**config.mk**
```make
export PLATFORM = sky130hd
export DESIGN_NAME = pc_seq
export DESIGN_NICKNAME = d
export VERILOG_FILES = /design/src/rtl/picoMIPS_package.sv /design/src/rtl/pc_seq_target.sv /design/src/rtl/pc_seq.sv
export SDC_FILE = /design/constraint.sdc
export NUM_CORES = 1
export LEC_CHECK = 0
export ABC_AREA = 0
export CELL_PAD_IN_SITES_DETAIL_PLACEMENT = 0
export CELL_PAD_IN_SITES_GLOBAL_PLACEMENT = 2
export CORE_MARGIN = 2
export CORE_UTILIZATION = 18
export DETAILED_ROUTE_END_ITERATION = 12
export PLACE_DENSITY = 0.88
export SETUP_SLACK_MARGIN = 0.05
export SLEW_MARGIN = 30
export SYNTH_ARGS = -nofsm -noshare
export SYNTH_HDL_FRONTEND = slang
export SYNTH_SLANG_ARGS = --single-unit
```
**constraint.sdc**
```tcl
create_clock -name clk -period 3.1 [get_ports clk]
set_input_delay 0.62 -clock clk [delete_from_list [all_inputs] [get_ports clk]]
set_output_delay 0.62 -clock clk [all_outputs]
set_load 0.01 [all_outputs]
```
**src/rtl/picoMIPS_package.sv**
```systemverilog
// rtl/picoMIPS_package.sv - shared picoMIPS widths and PC sequencer state encoding
package picoMIPS_package;

  localparam int PMEM_WIDTH = 6;
  localparam int BOFF_WIDTH = 6;

  typedef enum logic [2:0] {
    IDLE,
    RUN,
    WAIT,
    HALT,
    FLUSH
  } seq_state_t;

endpackage

```
**src/rtl/pc_seq_target.sv**
```systemverilog
// rtl/pc_seq_target.sv - pc_target: branch target = pc_addr + sign-extended offset, modulo 2^AW
module pc_target
  import picoMIPS_package::*;
#(
  parameter int AW    = PMEM_WIDTH,
  parameter int OFF_W = BOFF_WIDTH
) (
  input  logic [AW-1:0]    pc_addr,
  input  logic [OFF_W-1:0] br_off,
  output logic [AW-1:0]    target
);

  logic [AW-1:0] off_ext;

  // Sized cast of a signed operand sign-extends; the add drops the carry so targets wrap both ways.
  assign off_ext = AW'($signed(br_off));
  assign target  = pc_addr + off_ext;

endmodule

```
**src/rtl/pc_seq.sv**
```systemverilog
// rtl/pc_seq.sv - picoMIPS PC sequencer driving pcnt inc/ld; PC_SEQ_BRANCH_FLUSH_EN adds a post-branch FLUSH cycle
module pc_seq
  import picoMIPS_package::*;
#(
  parameter int AW    = PMEM_WIDTH,
  parameter int OFF_W = BOFF_WIDTH
) (
  input  logic             clk,
  input  logic             nRst,
  input  logic             start,
  input  logic [AW-1:0]    pc_addr,
  input  logic             is_branch,
  input  logic             br_cond,
  input  logic [OFF_W-1:0] br_off,
  input  logic             is_wait,
  input  logic             ext_valid,
  input  logic             is_halt,
  output logic             inc,
  output logic             ld,
  output logic [AW-1:0]    ld_addr,
  output logic             ext_ack,
  output logic             stalled,
  output logic             halted
);

  seq_state_t    state_q, state_d;
  logic [AW-1:0] target;

  pc_target #(.AW(AW), .OFF_W(OFF_W)) u_target (
    .pc_addr (pc_addr),
    .br_off  (br_off),
    .target  (target)
  );

  always_ff @(posedge clk or negedge nRst) begin
    if (!nRst) state_q <= IDLE;
    else       state_q <= state_d;
  end

  always_comb begin
    state_d = state_q;
    case (state_q)
      IDLE: if (start) state_d = RUN;
      RUN: begin
        if (is_halt) state_d = HALT;
        else if (is_branch) begin
`ifdef PC_SEQ_BRANCH_FLUSH_EN
          if (br_cond) state_d = FLUSH;
`endif
        end
        else if (is_wait && !ext_valid) state_d = WAIT;
      end
      WAIT:  if (ext_valid) state_d = RUN;
      HALT:  state_d = HALT;
      FLUSH: state_d = RUN;
      default: state_d = IDLE;
    endcase
  end

  // Strobes are Mealy so pcnt acts on them at the very next edge.
  always_comb begin
    inc     = 1'b0;
    ld      = 1'b0;
    ld_addr = '0;
    ext_ack = 1'b0;
    stalled = (state_q == WAIT);
    halted  = (state_q == HALT);
    case (state_q)
      RUN: begin
        if (is_halt) begin
          inc = 1'b0;
        end else if (is_branch) begin
          if (br_cond) begin
            ld      = 1'b1;
            ld_addr = target;
          end else begin
            inc = 1'b1;
          end
        end else if (is_wait) begin
          ext_ack = ext_valid;
          inc     = ext_valid;
        end else begin
          inc = 1'b1;
        end
      end
      WAIT: begin
        ext_ack = ext_valid;
        inc     = ext_valid;
      end
      default: ;
    endcase
  end

endmodule

```
==> metrics.txt <==
status completed; endpoints failing hold 0; share of synthesized flip-flops with an asynchronous set or reset 100%; core outline area between 0.002 and 0.0025 mm²; number of iterations in the first detailed-routing pass 2; sum of routed wire length over all layers between 1000 and 1500 µm; Worst setup SP type primary input; # IOs 31; pwr dens between 150 and 200 mW/mm²; post-route setup slack between 100 and 150 ps; main area contributors after synthesis sky130_fd_sc_hd__ha_1 25%, sky130_fd_sc_hd__dfrtp_1 11%, sky130_fd_sc_hd__xor2_1 5.9%; CTS tree built; transition time at the pin with the least slew margin ~230 ps; crit share post-route between 90% and 100%; routability cong. a little over 0.7; source-to-sink clock delay at the later pin of the worst-skew pair 230 ps; cell family with the largest share of critical-path delay buffers and inverters; H-tree levels 1; slack of the worst reg-to-reg path about 1700 ps; clock sink count 2; gr ovfl total 0; vias in the first global route just over 500; mean routed wirelength per cell 10.3 µm; FF-to-FF path depth 6; Post-Synthesis Cell Area about 440 µm²; finished layout cell area 813 µm²; Worst Setup End Kind primary output; count of state elements after synthesis 2; critical path required time 2480 ps; Total Routing Usage GR 9.69%; largest registers state_q: 2 flops; layout cells sized above 1 around 14%; critical path launch point pc_addr[0]; post-detailed-route via-to-cell ratio between 4 and 5; Synth Warn # 0; Top reg by flops state_q; Post-Synthesis Cells 51; Nets around 120; Sw Share between 20% and 30%; number of DRC markers in iteration 0 5; sequential standard cell area roughly 50 µm²; maximum single-stage delay on the critical path between 400 and 500 ps; Inserted Clock Buffers 3; num rows 17; arrival time of the worst setup path between 2000 and 2500 ps; starting density of the core roughly a fifth; tightest slew margin relative to the limit between 80 and 90%; largest net degree at the start of global routing 6; total via count in the routed design around 480; endpoint of the worst-slack reg-to-reg timing path state_q[1]; overall power consumption around 0.15 mW; P&R area growth vs syn 84.1%; Final Critical Period approximately 3000 ps; setup repair after global routing missed its margin yes; CP max FO 2; sequential fraction of design power 17.7%; area enclosed by the die boundary approximately 0.0029 mm²; cell taking the most area after synthesis sky130_fd_sc_hd__ha_1; DRC violations left 0; type of the tightest min-delay check in -> async; max FFs per register 2; critical path depth 8; number of slew-limit violations in the final report 0; count of different cell masters after synthesis 23; post-route ant nets 0; most instantiated flip-flop cell in the synthesis netlist sky130_fd_sc_hd__dfrtp_1; number of buffer and inverter instances along the worst setup path 2; capture point of the worst path ld_addr[4]; wire length of the first global-routing pass between 2000 and 2500 µm; count of input and output buffers 30; initial antenna violation count 0; utilization after layout between 30% and 40%; number of diodes added for antenna fixing 0; Clock Power Share ~40%; combinational group share of total power a little over two fifths; library cell with the highest instance count after synthesis sky130_fd_sc_hd__ha_1; standard cell area after detailed placement approximately 780 µm²; die width between 50 and 60 µm; Setup TNS 0 ps; DPL Wire Length 993 µm; cell with the biggest individual delay on the critical path sky130_fd_sc_hd__clkdlybuf4s50_1; cell-internal power approximately 0.11 mW; Max-Cap Viols 0; kind of critical path in -> out; worst-case clock skew between 6 and 7 ps; net switching power roughly 0.040 mW; clock-pin slew of the registers on the worst-case setup and hold paths around 30 ps; Fill cells 230; final number of setup-violating endpoints 0; RR Startpoint state_q[1]; IR drop worst, VDD 0.0640 mV; cells traversed along the worst timing path clkdlybuf4s50_1, ha_2, fa_2, a21o_1, a21oi_2, xor2_1, nor2_1, dlygate4sd2_1; clock tree buffer depth 2; Synth top cells by count 9 x sky130_fd_sc_hd__ha_1, 5 x sky130_fd_sc_hd__inv_1, 5 x sky130_fd_sc_hd__nor2_1, 4 x sky130_fd_sc_hd__a21oi_1, 3 x sky130_fd_sc_hd__xor2_1; DIE HEIGHT about 54 µm; Post-synth EDFFs 0; register area share after synthesis 11.3%; Pleak roughly 0.4 nW; syn avg cell area 8.66 µm²; Max Clock Freq approximately 330 MHz; syn nets between 80 and 90; area share of the largest cell type after synthesis 25.5%; combined area of the multi-input logic cells around 380 µm²; Post-Place Worst Slack -206 ps; buffer type at the clock tree root sky130_fd_sc_hd__clkbuf_4
-- worst min-delay path by stage --
stage | to | slack [ps] | cells past startpoint
global route | state_q[1] | 560 | 1
detailed placement | state_q[0] | 630 | 2
finish | state_q[1] | 550 | 1
global placement | state_q[1] | 620 | 2
CTS | state_q[1] | 550 | 1
floorplan | state_q[0] | 320 | 0
-- area by class of cell --
class                      count  area share, %
inverter                       5           2.31
timing repair buffer          31           37.5
multi-input combinational     44           46.9
clock buffer                   3           2.77
sequential                     2           6.15
tap                           28           4.31
-- layout by cell type, fill, tap and decap left out, drive strengths merged --
master	synthesis	routed
a31o	1	1
dlygate4sd2	0	4
nand4	2	2
o211a	1	1
fa	1	1
a21boi	1	1
buf	0	1
nand2	2	2
nand2b	3	3
o21ai	1	1
nor2	5	5
mux2i	2	2
ha	9	9
a21oi	4	4
and2b	1	1
xor2	3	3
a21o	2	2
xnor2	1	1
clkdlybuf4s50	0	25
o221ai	1	1
dfrtp	2	2
clkbuf	0	3
dlymetal6s2s	0	1
and2	2	2
nand3	2	2
inv	5	5
-- through the flow --
step | hold WS (ps) | std cells
floorplan | 324 | 51
global placement | 623 | 110
detailed placement | 635 | 110
CTS | 552 | 113
global route | 555 | 113
finish | 554 | 113
-- cells by family after synthesis --
| kind of cell | share of synthesized area (%) |
|---|---|
| AO/OA/AOI/OAI | 19.3 |
| XOR/XNOR | 7.93 |
| adder cells (fa/ha/maj) | 30.0 |
| buffers and inverters | 4.25 |
| flip-flops | 11.3 |
| multiplexers | 4.53 |
| AND/OR/NAND/NOR | 22.7 |
-- layer usage --
metal | part of all wire [%] | global-route usage [%] | vias up | wire [µm]
met5 | 0 | 0 | - | 0
li1 | - | - | 246 | -
met4 | 0 | 5.13 | 0 | 0
met1 | 41 | 11.4 | 210 | 472
met2 | 49 | 14.8 | 23 | 563
met3 | 11 | 4.17 | 0 | 124
-- power by group through the flow --
| stage | clock, mW | sequential, mW | combinational [mW] |
|---|---|---|---|
| final | 0.0595 | 0.0263 | 0.0625 |
| after global routing | 0.0644 | 0.0263 | 0.0684 |
| after CTS | 0.0613 | 0.0263 | 0.0611 |
| after detailed placement | 0 | 0.0266 | 0.0602 |
| after global placement | 0 | 0.0266 | 0.0605 |
| after floorplan | 0 | 0.0266 | 0.0270 |
-- worst register-to-register path, cell delays in order (launching register included) --
cell                       delay (ps)
sky130_fd_sc_hd__dfrtp_1          400
sky130_fd_sc_hd__inv_1            110
sky130_fd_sc_hd__ha_1             190
sky130_fd_sc_hd__and2b_1          210
sky130_fd_sc_hd__o21ai_2           80
sky130_fd_sc_hd__o221ai_2          90
sky130_fd_sc_hd__mux2i_1          220
-- what timing repair did --
| item | CTS | global route |
|---|---|---|
| gates resized for setup | 5 | 3 |
| setup buffers | 0 | 0 |
| endpoints found under the setup margin | 4 | 2 |
| hold buffers | 0 | 0 |
No activity file was read; power rests on OpenSTA's default activity.
==> variant (same settings) <==
The option `PC_SEQ_BRANCH_FLUSH_EN` is turned on by a define.
--- a/src/rtl/pc_seq.sv
+++ b/src/rtl/pc_seq.sv
@@ -1,4 +1,6 @@
 // rtl/pc_seq.sv - picoMIPS PC sequencer driving pcnt inc/ld; PC_SEQ_BRANCH_FLUSH_EN adds a post-branch FLUSH cycle
+`define PC_SEQ_BRANCH_FLUSH_EN
+
 module pc_seq
   import picoMIPS_package::*;
 #(
Check against the original RTL: not equivalent (Yosys sat finds a counterexample within 4 cycles, from zero or initial values and one cycle with nRst low).
==> variant against the original RTL <==
Routed wire length up 22%; final area grew 15%; sequential cell count is 1 higher; clock skew is 0.0055 ns lower; setup slack worse by 0.0086 ns; area after synthesis rose by 7.6%; highest routed layer is now met4.
Power is not compared: it rests on default switching activity, and its combinational part moved more than twofold at a synthesized area within 25%.
==> variant: results (changes against the original RTL) <==
* Vias in the first global route at 582 (was 503)
* Routed length on met3 at 132 um (was 124 um)
* Least-Margin Pin Slew at 0.274 ns (was 0.226 ns)
* WL/cell at 10.7 um (was 10.3 um)
* Fin Hold WS at 0.566 ns (was 0.554 ns)
* Final nets at 129 (was 117)
* Routability Congestion at 0.720 (was 0.708)
* Data arrival, critical path at between 2 and 2.5 ns
* Detailed Routing Iterations Pass 1 at 3 (was 2)
* CP max stage cell: fa_2 (was clkdlybuf4s50_1)
* Initial antenna violation count at 0 (unchanged)
* Sequential group power at about 0.073 mW
* Worst Skew at 0.000563 ns (was 0.00610 ns)
* Fin crit share at 96.8% (was 96.5%)
* Met2 Use GR at 16.5% (was 14.8%)
* Post-Synth XOR/XNOR Area at 5.53% (was 7.93%)
* Diodes inserted at 0 (unchanged)
* Synth Flop Type: dfrtp_1 (unchanged)
* Sequential fraction of the synthesis area at 15.8% (was 11.3%)
* Later-pin clock latency in the skew report at 0.23 ns (about the same)
* Ys Warns at 0 (unchanged)
* Met2 WL at 678 um (was 563 um)
* FILL cells at 270 (was 230)
* Pin count of the biggest net entering global routing at 11 (was 6)
* Cell variety after synth at 27 (was 23)
* Post-CTS setup buffer count at 2 (was 0)
* Reg2reg setup slack at 1.80 ns (was 1.72 ns)
* Vias/cell at 4.36 (was 4.24)
* CP max FO at 2 (unchanged)
* Grt met3 use at 2.81% (was 4.17%)
* Synth Area in Adders at 17.4% (was 30.0%)
* Met1 Track Usage GR at 10.4% (was 11.4%)
* Top cells by instance count after synthesis: nand2_1, ha_1, inv_1, nor2_1 (was ha_1, inv_1, nor2_1)
* Crit path largest cell delay at 0.54 ns (was 0.41 ns)
* Post-Place Worst Slack at -0.314 ns (was -0.206 ns)
* Routed wire length at 1.41 mm (was 1.16 mm)
* Iter 0 DRT Violations at 7 (was 5)
* Synth top area cells: dfrtp_1, ha_1, nor4b_4, nand2_1, a21oi_1 (was ha_1, dfrtp_1, xor2_1, a21oi_1, fa_1)
* Dpl cell area at 873 sq um (was 785 sq um)
* Status: finished, final reports clean (unchanged)
* Top Layer Used: met4 (was met3)
* Layout cells sized above 1 at 26.5% (was 14.1%)
* Syn_area_per_cell at 8.34 sq um (was 8.66 sq um)
* Syn Nets at 83 (was 81)
* Part of the power in the clock network at between 10% and 20%
* CTS buffer count at 3 (unchanged)
* Post-DP HPWL at 1.17 mm (was 993 um)
* Number of gates resized after cts at 8 (was 5)
* R2R Path Start: state_q[0] (was state_q[1])
* Mux contribution to synthesized area at 0% (was 4.53%)
* Largest regs: state_q (3) (was state_q (2))
* Compound-Gate Fraction of Synth Area at 26.8% (was 19.3%)
* Max Root-Sink Buffers at 2 (unchanged)
* Cell Pwr Density at approximately 370 nW/um^2
* GRT Total Usage at 9.69% (about the same)
* FF-to-FF path depth at 5 (was 6)
* First-pass GRT wire length at 2.37 mm (was 2.03 mm)
* R2r endpoint: state_q[2] (was state_q[1])
* Met1 WL at 571 um (was 472 um)
[variant: cell count changes in the layout (fill, tap and decap cells not counted), sizes merged, moves of 4 or more]
cell   before  now
nand2       2    6
buf         1   13
o21ai       1    5
ha          9    5
[variant: how the worst max path moves through the flow]
stage                     startpoint    endpoint  cells after the start
after detailed placement  pc_addr[1]  ld_addr[5]                      7
after global placement    pc_addr[1]  ld_addr[5]                      7
after floorplan           pc_addr[0]  ld_addr[4]                      6
after CTS                 pc_addr[1]  ld_addr[5]                      7
final                     pc_addr[1]  ld_addr[1]                      5
after global routing      pc_addr[1]  ld_addr[5]                      7
[variant: cell type report]
type	instances	area (sq um)	area share, %
Timing Repair Buffer	42	384	41.1
Clock buffer	4	26.3	2.81
Multi-Input combinational cell	48	393	42.0
Tap cell	30	37.5	4.02
Sequential cell	3	75.1	8.03
Inverter	5	18.8	2.01
